==> src/rtl/min_occupied_strip_finder_pkg.sv <==
// Shared constants for the minimum-occupied-strip finder: table geometry,
// field widths, FSM state encoding and the "nothing fits" selector code.
package min_occupied_strip_finder_pkg;

  localparam int NUM_STRIPS  = 13;
  localparam int STRIP_WIDTH = 128;
  localparam int ID_W        = 4;
  localparam int WID_W       = 8;

  // Sized copies so comparisons stay width-clean.
  localparam logic [ID_W-1:0] NUM_STRIPS_ID  = ID_W'(NUM_STRIPS);
  localparam logic [WID_W:0]  STRIP_WIDTH_X  = (WID_W+1)'(STRIP_WIDTH);
  localparam logic [WID_W-1:0] STRIP_WIDTH_W = WID_W'(STRIP_WIDTH);

  localparam logic [2:0] ST_IDLE = 3'd0;
  localparam logic [2:0] ST_RD1  = 3'd1;
  localparam logic [2:0] ST_RD2  = 3'd2;
  localparam logic [2:0] ST_RD3  = 3'd3;
  localparam logic [2:0] ST_CMP  = 3'd4;

  localparam logic [1:0] NO_FIT = 2'd0;

endpackage

==> src/rtl/min_occupied_strip_finder_table.sv <==
// Per-strip occupancy register file: saturating commit port, one-cycle error
// pulse, and a combinational read port that forwards a same-cycle commit.
module strip_occupancy_table
  import min_occupied_strip_finder_pkg::*;
(
  input  logic             clk,
  input  logic             rst_n,
  input  logic             commit_valid,
  input  logic [ID_W-1:0]  commit_id,
  input  logic [WID_W-1:0] commit_width,
  output logic             commit_err,
  input  logic [ID_W-1:0]  rd_id,
  output logic [WID_W-1:0] rd_data
);

  logic [WID_W-1:0] table_q [NUM_STRIPS];
  logic             commit_err_q;
  logic             id_ok;
  logic             sat;
  logic [WID_W:0]   sum;
  logic [WID_W-1:0] commit_val;

  // NOTE: every variable assigned in always_comb gets a default first so no
  // path leaves it unassigned and no latch is inferred.
  always_comb begin
    id_ok      = commit_id < NUM_STRIPS_ID;
    sum        = '0;
    if (id_ok) sum = {1'b0, table_q[commit_id]} + {1'b0, commit_width};
    sat        = id_ok && (sum > STRIP_WIDTH_X);
    commit_val = sat ? STRIP_WIDTH_W : sum[WID_W-1:0];
  end

  // A commit landing in the same cycle as the read is forwarded, so the
  // reader sees the post-commit occupancy.
  always_comb begin
    rd_data = '0;
    if (rd_id < NUM_STRIPS_ID) begin
      rd_data = table_q[rd_id];
      if (commit_valid && (commit_id == rd_id)) rd_data = commit_val;
    end
  end

  // NOTE: the table is architecturally cleared by reset (a fresh placement
  // area is empty), so this memory is reset on purpose, entry by entry.
  // NOTE: sequential state uses non-blocking assignments only, so every
  // register samples pre-edge values regardless of statement order.
  always_ff @(posedge clk or negedge rst_n) begin
    if (!rst_n) begin
      for (int i = 0; i < NUM_STRIPS; i++) table_q[i] <= '0;
      commit_err_q <= 1'b0;
    end else begin
      commit_err_q <= commit_valid & (~id_ok | sat);
      if (commit_valid && id_ok) table_q[commit_id] <= commit_val;
    end
  end

  assign commit_err = commit_err_q;

endmodule

==> src/rtl/min_occupied_strip_finder.sv <==
// Query FSM: snapshots up to three candidate strips over RD1..RD3, then picks
// the least occupied candidate that still fits the program in CMP.
module min_occupied_strip_finder
  import min_occupied_strip_finder_pkg::*;
(
  input  logic             clk,
  input  logic             rst_n,
  input  logic             query_valid,
  output logic             query_ready,
  input  logic [ID_W-1:0]  cand_id_1,
  input  logic [ID_W-1:0]  cand_id_2,
  input  logic [ID_W-1:0]  cand_id_3,
  input  logic [2:0]       cand_en,
  input  logic [WID_W-1:0] prog_width,
  input  logic             commit_valid,
  input  logic [ID_W-1:0]  commit_id,
  input  logic [WID_W-1:0] commit_width,
  output logic             commit_err,
  output logic [ID_W-1:0]  strip_id_1,
  output logic [ID_W-1:0]  strip_id_2,
  output logic [ID_W-1:0]  strip_id_3,
  output logic [WID_W-1:0] occupied_width_1,
  output logic [WID_W-1:0] occupied_width_2,
  output logic [WID_W-1:0] occupied_width_3,
  output logic [1:0]       min_occupied_width_no,
  output logic             result_valid
);

  logic [2:0]             state_q, state_d;
  logic [2:0][ID_W-1:0]   cid_q;
  logic [2:0]             en_q;
  logic [WID_W-1:0]       pw_q;
  logic [2:0][WID_W-1:0]  occ_q;
  logic [2:0][ID_W-1:0]   sid_q;
  logic [2:0][WID_W-1:0]  ow_q;
  logic [1:0]             no_q;
  logic                   rv_q;

  logic                   accept;
  logic [1:0]             rd_sel;
  logic [ID_W-1:0]        rd_id;
  logic [WID_W-1:0]       rd_data;
  logic [2:0]             fits;
  logic [1:0]             win_no;
  logic [WID_W-1:0]       win_occ;

  assign query_ready = (state_q == ST_IDLE);
  assign accept      = query_valid & query_ready;

  always_comb begin
    state_d = state_q;
    unique case (state_q)
      ST_IDLE: if (query_valid) state_d = ST_RD1;
      ST_RD1:  state_d = ST_RD2;
      ST_RD2:  state_d = ST_RD3;
      ST_RD3:  state_d = ST_CMP;
      ST_CMP:  state_d = ST_IDLE;
      default: state_d = ST_IDLE;
    endcase
  end

  always_comb begin
    rd_sel = 2'd0;
    rd_id  = cid_q[0];
    unique case (state_q)
      ST_RD2:  begin rd_sel = 2'd1; rd_id = cid_q[1]; end
      ST_RD3:  begin rd_sel = 2'd2; rd_id = cid_q[2]; end
      default: ;
    endcase
  end

  strip_occupancy_table u_table (
    .clk          (clk),
    .rst_n        (rst_n),
    .commit_valid (commit_valid),
    .commit_id    (commit_id),
    .commit_width (commit_width),
    .commit_err   (commit_err),
    .rd_id        (rd_id),
    .rd_data      (rd_data)
  );

  // Strict less-than keeps the lowest-index candidate on ties.
  always_comb begin
    fits    = '0;
    win_no  = NO_FIT;
    win_occ = '0;
    for (int i = 0; i < 3; i++) begin
      fits[i] = en_q[i] && (({1'b0, occ_q[i]} + {1'b0, pw_q}) <= STRIP_WIDTH_X);
      if (fits[i] && ((win_no == NO_FIT) || (occ_q[i] < win_occ))) begin
        win_no  = 2'(i + 1);
        win_occ = occ_q[i];
      end
    end
  end

  always_ff @(posedge clk or negedge rst_n) begin
    if (!rst_n) begin
      state_q <= ST_IDLE;
      cid_q   <= '0;
      en_q    <= '0;
      pw_q    <= '0;
      occ_q   <= '0;
      sid_q   <= '0;
      ow_q    <= '0;
      no_q    <= NO_FIT;
      rv_q    <= 1'b0;
    end else begin
      state_q <= state_d;
      rv_q    <= (state_q == ST_CMP);
      if (accept) begin
        cid_q <= {cand_id_3, cand_id_2, cand_id_1};
        en_q  <= cand_en & {cand_id_3 < NUM_STRIPS_ID,
                            cand_id_2 < NUM_STRIPS_ID,
                            cand_id_1 < NUM_STRIPS_ID};
        pw_q  <= prog_width;
      end
      if ((state_q == ST_RD1) || (state_q == ST_RD2) || (state_q == ST_RD3))
        occ_q[rd_sel] <= en_q[rd_sel] ? rd_data : '0;
      if (state_q == ST_CMP) begin
        sid_q <= cid_q;
        ow_q  <= occ_q;
        no_q  <= win_no;
      end
    end
  end

  assign strip_id_1            = sid_q[0];
  assign strip_id_2            = sid_q[1];
  assign strip_id_3            = sid_q[2];
  assign occupied_width_1      = ow_q[0];
  assign occupied_width_2      = ow_q[1];
  assign occupied_width_3      = ow_q[2];
  assign min_occupied_width_no = no_q;
  assign result_valid          = rv_q;

endmodule

==> config.mk <==
export PLATFORM = sky130hd
export DESIGN_NAME = min_occupied_strip_finder
export DESIGN_NICKNAME = d
export VERILOG_FILES = /design/src/rtl/min_occupied_strip_finder_pkg.sv /design/src/rtl/min_occupied_strip_finder_table.sv /design/src/rtl/min_occupied_strip_finder.sv
export SDC_FILE = /design/constraint.sdc
export NUM_CORES = 1
export LEC_CHECK = 0
export BUFFER_PORTS_ARGS = -buffer_cell sky130_fd_sc_hd__buf_4
export CAP_MARGIN = 20
export CORE_MARGIN = 2
export CORE_UTILIZATION = 30
export DETAILED_ROUTE_END_ITERATION = 8
export MAX_ROUTING_LAYER = met4
export PLACE_DENSITY = 0.5
export SETUP_SLACK_MARGIN = 0.4
export SLEW_MARGIN = 20
export SYNTH_ARGS = -nofsm -noshare
export SYNTH_HDL_FRONTEND = slang
export SYNTH_HIERARCHICAL = 1
export SYNTH_SLANG_ARGS = --single-unit
==> constraint.sdc <==
create_clock -name clk -period 6.2 [get_ports clk]
set_input_delay 0.62 -clock clk [delete_from_list [all_inputs] [get_ports clk]]
set_output_delay 0.62 -clock clk [all_outputs]
set_load 0.1 [all_outputs]
# Word-level counts from Yosys, hierarchy flattened
# Cells that the tools add are included.
[word_totals] reg_bits=194 elab_cells=109 n_memories=0 ram_bits=0 latchBits=0 output_inout_bits=41 in_bits=39 rom_bits=0
[op_classes] div_mod_pow=0 multipliers=0 n_bitwise=7 n_addsub=4 shift=0 n_mux=28 magnitude_cmp=16 eq_ne=6 n_reduce_logical=17
[op_table] operator="bitwise mux 104 bit" n=1
[op_table] operator="two-way mux 8 bit" n=12
[op_table] operator="binary-select mux 8 bit (select 4 bit)" n=2
[op_table] operator="adder 8 x 8 -> 9 bit" n=4
[op_table] operator="demux 8 bit (select 4 bit)" n=1
[op_table] operator="less-or-equal comparator 9 x 8 -> 1 bit (second input constant)" n=3
[op_table] operator="bitwise mux 24 bit" n=1
[op_table] operator="less-than comparator 4 bit (second input constant)" n=5
[op_table] operator="demux 8 bit (select 2 bit)" n=1
[op_table] operator="less-than comparator 8 bit" n=2
[op_table] operator="case mux 3 bit (4 select lines)" n=1
[op_table] operator=">= comparator 5 bit (second input constant)" n=2
[op_table] operator="logical AND 1 bit" n=10
[op_table] operator="NOT 4 -> 5 bit" n=2
[op_table] operator="> comparator 9 x 8 -> 1 bit (second input constant)" n=1
[op_table] operator="two-way mux 9 bit" n=1
[op_table] operator="case mux 4 bit (2 select lines)" n=1
[op_table] operator="== test 3 x 2 -> 1 bit (second input constant)" n=2
[op_table] operator="less-than comparator 5 x 1 -> 1 bit (second input constant)" n=1
[op_table] operator="== test 4 bit" n=1
[op_table] operator="zero test 2 bit" n=2
[op_table] operator="logical OR 1 bit" n=4
[op_table] operator="two-way mux 2 bit" n=2
[op_table] operator="case mux 2 bit (2 select lines)" n=1
[op_table] operator="other kinds (13)" n=15

# Logic depth before layout (Yosys ltp)
[depth] depth_word=13 mapped_depth=27

# By module
# Netlist, hierarchy kept.
[by_module_without_submodules] mod="strip_occupancy_table" area_each_um2=6049.6 n_inst=1 cells_per_inst=574
[by_module_without_submodules] mod="min_occupied_strip_finder" area_each_um2=5034.8 n_inst=1 cells_per_inst=472

# Worst setup path before layout
# OpenSTA, ideal clock, no wires.
[synth_path] kind="register to register" start="register pw_q[0]" end="register no_q[0] (netlist: min_occupied_width_no[0])" arrival_ns=5.246 stages_incl_launch_ff=26 synth_period_minus_slack_ns=5.322 required_time_ns=6.124 setup_slack_ns=0.878 cell_sequence="dfrtp_1 -> ha_1 -> fa_1 -> and3_1 -> or3_1 -> a221oi_1 -> and4b_1 -> o211a_1 -> buf_6 -> clkbuf_1 -> nand2_1 -> ha_1 -> a21o_1 -> a221oi_1 -> o21ai_1 -> o2bb2ai_4 -> buf_6 -> a31oi_1 -> ha_1 -> a21o_1 -> a21o_1 -> a21oi_1 -> and3_1 -> nand2_1 -> o221a_4 -> o21ai_2"
[synth_via] elab_chain_cells=12 word_cells_on_any_way=22 classes_between="3 x add/sub; 5 x order compare; 5 x mux; 9 x reduce/logical"
[synth_lines] element="start, declared" line_no="min_occupied_strip_finder.sv:32" source="logic [WID_W-1:0] pw_q;"
[synth_lines] element="start signal, assigned" line_no="min_occupied_strip_finder.sv:116" source="pw_q <= prog_width;"
[synth_lines] element="adder 8 x 8 -> 9 bit" line_no="min_occupied_strip_finder.sv:89" source="fits[i] = en_q[i] && (({1'b0, occ_q[i]} + {1'b0, pw_q}) <= STRIP_WIDTH_X);"
[synth_lines] element="less-or-equal comparator 9 x 8 -> 1 bit" line_no="min_occupied_strip_finder.sv:89"
[synth_lines] element="logical AND 1 bit" line_no="min_occupied_strip_finder.sv:89"
[synth_lines] element="two-way mux 8 bit / two-way mux 1 bit (equally long branches)" line_no="min_occupied_strip_finder.sv:90" source="if (fits[i] && ((win_no == NO_FIT) || (occ_q[i] < win_occ))) begin"
[synth_lines] element="less-than comparator 8 bit / zero test 2 bit (equally long branches)" line_no="min_occupied_strip_finder.sv:90"
[synth_lines] element="logical OR 1 bit" line_no="min_occupied_strip_finder.sv:90"
[synth_lines] element="logical AND 1 bit" line_no="min_occupied_strip_finder.sv:90"
[synth_lines] element="two-way mux 8 bit / two-way mux 2 bit (equally long branches)" line_no="min_occupied_strip_finder.sv:90"
[synth_lines] element="less-than comparator 8 bit / zero test 2 bit (equally long branches)" line_no="min_occupied_strip_finder.sv:90"
[synth_lines] element="logical OR 1 bit" line_no="min_occupied_strip_finder.sv:90"
[synth_lines] element="logical AND 1 bit" line_no="min_occupied_strip_finder.sv:90"
[synth_lines] element="two-way mux 2 bit *" line_no="min_occupied_strip_finder.sv:90"
[synth_lines] element="end signal, assigned" line_no="min_occupied_strip_finder.sv:123" source="no_q <= win_no;"
[synth_lines] element="end, declared" line_no="min_occupied_strip_finder.sv:36" source="logic [1:0] no_q;"
# Every way passes the cells marked *; elsewhere a longest branch is shown, timed or not.
# A chain may end at the register's enable or synchronous reset.

# Worst setup path in the final report
[layout_path] start="register occ_q[0] (netlist name)" end="register no_q[0] (netlist: min_occupied_width_no[0])"
[layout_via] elab_chain_cells=12 word_cells_on_any_way=16 classes_between="1 x add/sub; 3 x order compare; 5 x mux; 7 x reduce/logical"
[layout_lines] element="start, declared" line_no="min_occupied_strip_finder.sv:33" source="logic [2:0][WID_W-1:0] occ_q;"
[layout_lines] element="start signal, assigned by index" line_no="min_occupied_strip_finder.sv:119" source="occ_q[rd_sel] <= en_q[rd_sel] ? rd_data : '0;"
[layout_lines] element="adder 8 x 8 -> 9 bit" line_no="min_occupied_strip_finder.sv:89"
[layout_lines] element="less-or-equal comparator 9 x 8 -> 1 bit" line_no="min_occupied_strip_finder.sv:89"
[layout_lines] element="logical AND 1 bit" line_no="min_occupied_strip_finder.sv:89"
[layout_lines] element="two-way mux 8 bit / two-way mux 1 bit (equally long branches)" line_no="min_occupied_strip_finder.sv:90"
[layout_lines] element="less-than comparator 8 bit / zero test 2 bit (equally long branches)" line_no="min_occupied_strip_finder.sv:90"
[layout_lines] element="logical OR 1 bit" line_no="min_occupied_strip_finder.sv:90"
[layout_lines] element="logical AND 1 bit" line_no="min_occupied_strip_finder.sv:90"
[layout_lines] element="two-way mux 8 bit / two-way mux 2 bit (equally long branches)" line_no="min_occupied_strip_finder.sv:90"
[layout_lines] element="less-than comparator 8 bit / zero test 2 bit (equally long branches)" line_no="min_occupied_strip_finder.sv:90"
[layout_lines] element="logical OR 1 bit" line_no="min_occupied_strip_finder.sv:90"
[layout_lines] element="logical AND 1 bit" line_no="min_occupied_strip_finder.sv:90"
[layout_lines] element="two-way mux 2 bit *" line_no="min_occupied_strip_finder.sv:90"
# Marked as above.

==> reports/metrics.yaml <==
post-route-period-util_pct: 88.5
first_pass_iters: 7
grtUsageTotal_pct: 17.5
placed_area_sq_um: 12100
die_width_microns: 196
max-slew-margin-rel_pct: 38.0
ir_drop_uv: 299
drive_gt1_share_pct: 22.7
setup_tns_ns: 0
synthesis.nets: 1135
power_leakage_uw: 0.00548
vias_per_cell: 5.29
slew_violations: 0
clockBufferDepth: 2
gp_congestion: 0.823
routed_wl_mm: 31.6
dp_worst_setup_slack_ns: 0.619
synth_flop_cell: "dfrtp_1"
status: "finished clean"
syn_inst: 1046
numCtsBuffers: 17
grt_pass1_wl_mm: 49.5
clk_pin_slew_ns: 0.07
synth_seq_cells: 194
crit_arrival_ns: 5.86
tightest_slew_ns: 0.928
grt_use_met3_pct: 3.39
r2r-end: "min_occupied_width_no[0]"
drv_cap: 0
io_pins: 80
yosys_warnings: 6
fin_area_sq_um: 12700
avgSynthCellArea_sq_um: 10.6
port_buffers: 79
wire_per_inst_microns: 20.0
ant_nets: 0
htreeDepth: 4
grt_use_met1_pct: 21.9
finalHoldViolations: 0
synth_area_sq_um: 11100
postCtsHoldBufs: 0
crit_fanout: 17
synthArstFlopShare_pct: 100
finalWorstSetupSlack_ns: 0.716
synth_edf_count: 0
clockRootBuffer: "clkbuf_16"
grt_util_met2_pct: 28.6
crit_path_start: "occ_q[0]"
synth_cell_types: 73
reg2reg_slack_ns: 0.72
die_h_microns: 196
finalClockSkew_ns: 0.0204
hpwl_mm: 21.6
core_area_sq_um: 36500
ys_seq_area_share_pct: 43.8
antenna_found_initial: 0
clk_latency_ns: 0.46
grt_max_degree: 99
power.density_nw_per_um2: 560
hp-class: "in -> async"
startpoint_type: "register"
rsz0062_at_grt: "false"
grt_overflow: 0
grt_pass1_vias: 8335
cts_tree: "yes"
drc: 0
critPathKind: "reg -> reg"
r2r_cells: 23
num_vias: 8338
drtIter0Drc: 505
die-area_sq_um: 38500
fmax_mhz: 182
cts_setup_buffers: 0
min_period_ns: 5.48
fin_nets: 1185
cp-end-kind: "register"
hold_slack_ns: 0.267
diodes: 0
busiest_layer: "met2"
post-route-util_pct: 34.8
required_ns: 6.58
fp-row-count: 70
cts_num_sinks: 194
initial_utilization_pct: 30.3
setup_viol: 0
r2r_start: "occ_q[0]"
area_growth_pct: 14.6
-- routing by layer --
| metal | wire length (microns) | part of all wire [%] |
|---|---|---|
| met1 | 13900 | 44 |
| met5 | 0 | 0 |
| met4 | 652 | 2.1 |
| met2 | 15600 | 49 |
| met3 | 1400 | 4.4 |
-- kinds of logic (layout without fill, tap and decap cells) --
group / after synthesis / in the layout / synth area share (%)
simple gates: 295 / 295 / 12.4
compound gates: 282 / 282 / 16.0
flops: 194 / 194 / 43.8
mux: 122 / 122 / 17.1
buf+inv: 86 / 149 / 3.43
fa+ha+maj: 50 / 50 / 5.91
xor+xnor: 17 / 17 / 1.34
-- where the power goes --
group / leakage [uW] / total [uW] / switching, uW / internal (uW)
clock: 0.000282 / 1120 / 549 / 569
sequential: 0.00255 / 2140 / 415 / 1720
combinational: 0.00265 / 3860 / 2490 / 1370
-- final cells by class --
cell class,count,area [sq um]
repair buffers,92,701
flip-flops and latches,194,4850
clock inverters,14,148
well taps,468,586
clock buffers,18,429
fillers,3634,23800
inverters,25,93.8
multi-input cells,766,5890
-- critical path: stages (launching register included) --
cell and delay (ns):
dfrtp_1 0.43, ha_1 0.24, fa_1 0.42, and3_1 0.21, or3_1 0.32, a221oi_2 0.29
and4b_1 0.25, o211a_4 0.20, buf_6 0.17, nand2_1 0.07, ha_1 0.29, a21o_1 0.20
a221oi_1 0.30, o21ai_1 0.14, o2bb2ai_4 0.24, a31oi_1 0.22, ha_1 0.28, a21o_1 0.16
a21o_1 0.16, a21oi_1 0.15, and3_1 0.19, nand2_1 0.07, o221a_4 0.28, o21ai_2 0.12
-- cells in the mapped netlist, drive strengths merged (5+ instances only) --
master,count,share of area [%]
ha,46,5.2
a211oi,12,0.81
o31ai,16,1.1
a221oi,14,1.2
o21bai,7,0.47
and3,7,0.40
buf,22,1.3
mux4,48,9.8
dfrtp,194,44
o211ai,7,0.47
mux2,56,5.7
nor2,34,1.2
a22oi,8,0.54
nand3,12,0.59
inv,25,0.85
o21ai,151,6.9
nor3,9,0.60
xnor2,9,0.71
nand4b,5,0.40
nand2,181,6.1
a31oi,12,0.68
nor3b,5,0.34
a21oi,20,0.94
mux2i,18,1.6
a21o,12,0.81
xor2,8,0.63
nand2b,7,0.40
nand4,8,0.68
clkbuf,39,1.3
-- cells in the final DEF (no fill, tap or decap), types with 9 or more instances in the layout --
| master | synthesis | layout |
|---|---|---|
| dfrtp_1 | 194 | 194 |
| nand2_1 | 181 | 181 |
| o21ai_0 | 133 | 131 |
| buf_4 | 3 | 90 |
| mux2_2 | 55 | 55 |
| mux4_2 | 48 | 48 |
| ha_1 | 46 | 46 |
| nor2_1 | 34 | 34 |
| inv_1 | 25 | 25 |
| a21oi_1 | 19 | 19 |
| mux2i_1 | 18 | 18 |
| o21ai_1 | 17 | 17 |
| clkbuf_16 | 0 | 17 |
| o31ai_1 | 16 | 16 |
| a21o_1 | 12 | 12 |
| a31oi_1 | 12 | 12 |
| a221oi_1 | 13 | 12 |
| a211oi_1 | 12 | 12 |
| nand3_1 | 11 | 11 |
| xnor2_1 | 9 | 9 |
-- state kept, by name, summed over array words and instances (netlist names) --
signal                 count
cid_q                     12
en_q                       3
min_occupied_width_no      2
occ_q                     24
occupied_width_1           8
occupied_width_2           8
occupied_width_3           8
pw_q                       8
result_valid               1
state_q                    3
strip_id_1                 4
strip_id_2                 4
strip_id_3                 4
u_table/commit_err         1
u_table/table_q          104
-- timing repair --
action / CTS / global route
resized for setup: 0 / 3
setup endpoints to repair: 0 / 2
endpoints found under the hold margin: 0 / 0
-- per-stage QoR --
step / cells / power, uW
6_report: 1577 / 7110
5_1_grt: 1577 / 7580
4_1_cts: 1577 / 7160
3_5_place_dp: 1545 / 6020
3_3_place_gp: 1545 / 5970
2_1_floorplan: 1046 / 5020
-- how the worst max path moves through the flow --
| stage | end | cells after the start |
|---|---|---|
| 2_1_floorplan | min_occupied_width_no[0] | 25 |
| 3_3_place_gp | min_occupied_width_no[0] | 24 |
| 3_5_place_dp | min_occupied_width_no[0] | 23 |
| 4_1_cts | min_occupied_width_no[0] | 23 |
| 5_1_grt | min_occupied_width_no[0] | 24 |
| 6_report | min_occupied_width_no[0] | 23 |
Power figures use the tool's default switching activity.
